File: config.mk
export PLATFORM = sky130hd
export DESIGN_NAME = lsu_mem_port
export DESIGN_NICKNAME = d
export VERILOG_FILES = /design/src/rtl/lsu_mem_port.sv
export SDC_FILE = /design/constraint.sdc
export NUM_CORES = 1
export LEC_CHECK = 0
export BUFFER_PORTS_ARGS = -buffer_cell sky130_fd_sc_hd__buf_2
export CAP_MARGIN = 5
export CELL_PAD_IN_SITES_DETAIL_PLACEMENT = 1
export CELL_PAD_IN_SITES_GLOBAL_PLACEMENT = 1
export CORE_MARGIN = 4
export CORE_UTILIZATION = 36
export CTS_CLUSTER_DIAMETER = 200
export DETAILED_ROUTE_END_ITERATION = 10
export PLACE_DENSITY_LB_ADDON = 0.1
export SYNTH_ARGS = -nofsm -noshare
export SYNTH_HDL_FRONTEND = slang
export SYNTH_SLANG_ARGS = --single-unit
File: constraint.sdc
create_clock -name clk -period 2.3 [get_ports clk]
set_input_delay 0.46 -clock clk [delete_from_list [all_inputs] [get_ports clk]]
set_output_delay 0.46 -clock clk [all_outputs]
set_load 0.05 [all_outputs]
File: src/rtl/lsu_mem_port.sv
// MEM-stage load/store unit: one req/ack transaction to word-wide data memory per access,
// with byte-enable/lane replication on stores and lane extraction plus extension on loads.
module lsu_mem_port #(
    parameter int AW      = 32,
    parameter int TIMEOUT = 255
) (
    input  logic          clk,
    input  logic          reset,
    input  logic          start,
    input  logic          mem_read,
    input  logic          mem_write,
    input  logic [2:0]    load_type,
    input  logic [AW-1:0] addr,
    input  logic [31:0]   wdata,
    output logic          busy,
    output logic          done,
    output logic          err,
    output logic [31:0]   rdata,
    output logic          dm_req,
    output logic          dm_we,
    output logic [AW-1:0] dm_addr,
    output logic [3:0]    dm_be,
    output logic [31:0]   dm_wdata,
    input  logic [31:0]   dm_rdata,
    input  logic          dm_ack
);
    typedef enum logic [1:0] {IDLE = 2'd0, ACCESS = 2'd1, RESP = 2'd2} state_t;

    // Last ACCESS cycle count value before the request is abandoned
    localparam logic [7:0] TO_LAST = 8'(TIMEOUT - 1);

    state_t      state_r;
    logic [7:0]  cnt_r;
    logic [1:0]  lane_r;
    logic [2:0]  type_r;
    logic        rd_r;
    logic        req_legal_s;
    logic [31:0] load_val_s;

    function automatic logic is_legal(input logic rd, input logic wr,
                                      input logic [2:0] lt, input logic [1:0] a);
        logic ok;
        ok = 1'b0;
        case (lt)
            3'b111:  ok = 1'b1;
            3'b100:  ok = rd;
            3'b001:  ok = ~a[0];
            3'b101:  ok = rd & ~a[0];
            3'b010:  ok = (a == 2'b00);
            default: ok = 1'b0;
        endcase
        return ok & (rd ^ wr);
    endfunction

    function automatic logic [3:0] byte_en(input logic [2:0] lt, input logic [1:0] lane);
        logic [3:0] be;
        case (lt)
            3'b111, 3'b100: be = 4'b0001 << lane;
            3'b001, 3'b101: be = 4'b0011 << lane;
            3'b010:         be = 4'b1111;
            default:        be = 4'b0000;
        endcase
        return be;
    endfunction

    function automatic logic [31:0] store_lanes(input logic [2:0] lt, input logic [31:0] d);
        logic [31:0] v;
        case (lt)
            3'b111, 3'b100: v = {4{d[7:0]}};
            3'b001, 3'b101: v = {2{d[15:0]}};
            default:        v = d;
        endcase
        return v;
    endfunction

    function automatic logic [31:0] extract_load(input logic [2:0] lt, input logic [1:0] lane,
                                                 input logic [31:0] w);
        logic [31:0] b_sh;
        logic [31:0] h_sh;
        logic [31:0] v;
        b_sh = w >> {lane, 3'b000};
        h_sh = w >> {lane[1], 4'b0000};
        case (lt)
            3'b111:  v = {{24{b_sh[7]}}, b_sh[7:0]};
            3'b100:  v = {24'h000000, b_sh[7:0]};
            3'b001:  v = {{16{h_sh[15]}}, h_sh[15:0]};
            3'b101:  v = {16'h0000, h_sh[15:0]};
            default: v = w;
        endcase
        return v;
    endfunction

    assign req_legal_s = is_legal(mem_read, mem_write, load_type, addr[1:0]);
    assign load_val_s  = extract_load(type_r, lane_r, dm_rdata);
    // The stall must be visible in the start cycle itself, before the FSM leaves IDLE
    assign busy        = start | (state_r != IDLE);

    // Access FSM with registered bus, pulse and load-result outputs
    always_ff @(posedge clk or negedge reset) begin
        if (!reset) begin
            state_r  <= IDLE;
            cnt_r    <= 8'd0;
            lane_r   <= 2'b00;
            type_r   <= 3'b000;
            rd_r     <= 1'b0;
            done     <= 1'b0;
            err      <= 1'b0;
            rdata    <= 32'd0;
            dm_req   <= 1'b0;
            dm_we    <= 1'b0;
            dm_addr  <= '0;
            dm_be    <= 4'b0000;
            dm_wdata <= 32'd0;
        end else begin
            done <= 1'b0;
            err  <= 1'b0;
            case (state_r)
                IDLE: begin
                    if (start && req_legal_s) begin
                        dm_req   <= 1'b1;
                        dm_we    <= mem_write;
                        dm_addr  <= {addr[AW-1:2], 2'b00};
                        dm_be    <= byte_en(load_type, addr[1:0]);
                        dm_wdata <= store_lanes(load_type, wdata);
                        lane_r   <= addr[1:0];
                        type_r   <= load_type;
                        rd_r     <= mem_read;
                        cnt_r    <= 8'd0;
                        state_r  <= ACCESS;
                    end else if (start) begin
                        err     <= 1'b1;
                        state_r <= RESP;
                    end
                end
                ACCESS: begin
                    if (dm_ack) begin
                        dm_req  <= 1'b0;
                        dm_we   <= 1'b0;
                        done    <= 1'b1;
                        cnt_r   <= 8'd0;
                        state_r <= RESP;
                        if (rd_r) begin
                            rdata <= load_val_s;
                        end
                    end else if (cnt_r == TO_LAST) begin
                        dm_req  <= 1'b0;
                        dm_we   <= 1'b0;
                        err     <= 1'b1;
                        cnt_r   <= 8'd0;
                        state_r <= RESP;
                    end else begin
                        cnt_r <= cnt_r + 8'd1;
                    end
                end
                RESP: begin
                    state_r <= IDLE;
                end
                default: begin
                    dm_req  <= 1'b0;
                    dm_we   <= 1'b0;
                    cnt_r   <= 8'd0;
                    state_r <= IDLE;
                end
            endcase
        end
    end
endmodule

==> run_results.csv <==
group,metric,value,unit
finish,final_cell_mix,"buf_2, nand2_1, dfrtp_1",
timing,maxSlewHeadroom,0.2409,
logic_synthesis,synth.distinct_cells,54,
clocking,cts_tree,"built",
clocking,path_clk_slew,60,ps
timing,setup_viol,0,
route,drc,0,
power_and_ir_drop,p_per_area,1503,nW/um^2
timing,fin_ws,154.5,ps
global_routing,grt_pass1_wl,31690,um
global_routing,antenna_found_initial,0,
power_and_ir_drop,leakagePower,0.003932,uW
finish,final_common_cell,"buf_2",
route,avgViaCountPerCell,5.262,
placement,io_buffers,207,
route,dr_total_vias,5546,
die,pin_count,210,
timing,fin_skew,7.860,ps
clocking,htreeDepth,4,
logic_synthesis,synth.area.top_cells,"dfrtp_1, nand2_1, a221o_1",
clocking,cts_buffers,17,
die,dieArea,17830,um^2
route,ant_nets,0,
clocking,post-cts-setup-buffers,0,
finish,drive_above_1_share,0.3227,
route,routedWlPerCell,18.62,um
global_routing,grt_max_degree,52,
clocking,clock_path_buffers,2,
timing,rsz0062_at_grt,"no",
worst_setup_path,reg2reg_depth,4,
timing,finalCritPeriodShare,0.9328,
timing,tightest_slew,1135,ps
die,die_h,133.5,um
finish,diodes,0,
global_routing,grt_overflow,0,
placement,dp_hpwl,14440,um
logic_synthesis,ys.flop_type,"dfrtp_1",
worst_hold_path,hold_class,"input port to asynchronous set/reset pin",
logic_synthesis,synth-seq-area-share,0.5205,
timing,hold_viol_final,0,
timing,final.setup.tns,0,ps
power_and_ir_drop,vdd_drop_max,0.5184,mV
die,num_rows,45,
logic_synthesis,synth_area,5673,um^2
finish,fin_util,0.4938,
clocking,clkLatencyLatePin,410,ps
logic_synthesis,synth_cells,622,
die,die_w,133.5,um
clocking,holdBufCountCts,0,
worst_setup_path,crit_path_max_fanout,16,
worst_setup_path,crit_type,"flop to flop",
placement,gp_congestion,0.9066,
flow_run,cap_violations,0,
worst_setup_path,required,2640,ps
logic_synthesis,avgSynthCellArea,9.120,um^2
finish,syn_to_final_growth,33.30,%
logic_synthesis,ys_seq_elements,118,
finish,final_nets,938,
logic_synthesis,synth_top_area_share,0.5205,
die,core-area,15310,um^2
logic_synthesis,synth-edff-count,0,
worst_setup_path,endpoint_kind,"flop",
logic_synthesis,synth_warnings,0,
run_status,status,"finished clean",
route,first_pass_iters,5,
route,wl,19630,um
timing,drv_slew,0,
die,initial_core_util,0.3704,
logic_synthesis,yosysTopAreaCell,"dfrtp_1",
clocking,cts-root-buf,"clkbuf_16",
placement,dp_slack,74.19,ps
clocking,cts.sinks,118,
timing,fmax,466.1,MHz
worst_setup_path,arrival,2490,ps
clocking,post_cts_resize_count,0,
route,drtIter0Drc,270,
logic_synthesis,synthArstFlopShare,1.000,
global_routing,grt_pass1_vias,5916,
worst_setup_path,cp-start-kind,"flop",
global_routing,grt.total_usage,0.2223,
timing,period_minus_slack,2145,ps
==> sequential cells by signal, summed over array words and instances, names as in the netlist <==
name,count
lane_r,2
dm_addr,30
err,1
type_r,3
done,1
rdata,32
dm_be,4
dm_wdata,32
rd_r,1
state_r,2
dm_req,1
dm_we,1
cnt_r,8
==> final timing paths <==
check	startpoint	to	slack, ps
max	state_r[0]	rdata[20]	150
min	reset	dm_wdata[28]	8
max reg2reg	state_r[0]	rdata[20]	150
min reg2reg	dm_addr[26]	dm_addr[26]	460
max in group asynchronous	reset	cnt_r[3]	1580
min in group clk	addr[30]	dm_addr[30]	240
==> cell type report <==
| cell class | count | area, um^2 |
|---|---|---|
| Clock buffer | 22 | 474.2 |
| Tap cell | 211 | 264.0 |
| Inverter | 10 | 37.54 |
| Clock inverter | 9 | 101.3 |
| Timing Repair Buffer | 230 | 1274 |
| Sequential cell | 118 | 2953 |
| Multi-Input combinational cell | 454 | 2459 |
| Fill cell | 1865 | 7752 |
==> critical path, cell delays in order, from the launching register on <==
cell and delay, ps:
dfrtp_1 480, and3b_1 280, nand2_1 140, nor2_1 890, a221o_1 290
==> metrics by stage <==
step | instances | power [uW] | hold WS, ps | area, um^2
after floorplan | 623 | 7229 | 164.4 | 5677
after global placement | 1023 | 8661 | 449.6 | 6987
after detailed placement | 1023 | 8804 | 453.4 | 6987
after CTS | 1054 | 11480 | 6.023 | 7562
after global routing | 1054 | 11980 | 20.12 | 7562
final | 1054 | 11370 | 7.815 | 7562
==> cells in the mapped netlist, types with 5 or more instances <==
library cell,instances
a21oi_1,23
a221o_1,16
a31oi_1,17
a41oi_1,8
buf_1,6
buf_2,12
buf_4,6
buf_6,5
clkbuf_1,12
dfrtp_1,118
inv_1,10
mux2i_1,12
nand2_1,201
nand2b_1,7
nand3_1,13
nor2_1,37
o21a_1,6
o21ai_0,32
o21ai_1,8
o22ai_1,6
o31ai_1,7
==> routing by layer <==
metal  global-route usage  wire length [um]  vias to the layer above
met5                    0                 0                        -
met4              0.08629               405                        0
met3              0.05853              1141                       28
met2               0.3758             10020                      185
met1               0.2721              8061                     2760
li1                     -                 -                     2573
==> cells by family (layout without fill, tap and decap cells) <==
kind of cell,Yosys count,in the layout,synth area share
other cells,1,2,0.0006610
simple gates,285,285,0.2142
mux,16,16,0.03110
buf+inv,51,271,0.04698
xor+xnor,4,4,0.006177
flops,118,118,0.5205
fa+ha+maj,2,2,0.004410
compound gates,145,145,0.1760
==> report_power, final <==
group	switching (uW)	internal (uW)	leakage, uW
sequential	452	2840	0.00151
clock	944	1670	0.000286
combinational	4100	1370	0.00213
total	5490	5880	0.00393
Power figures use the tool's default switching activity.
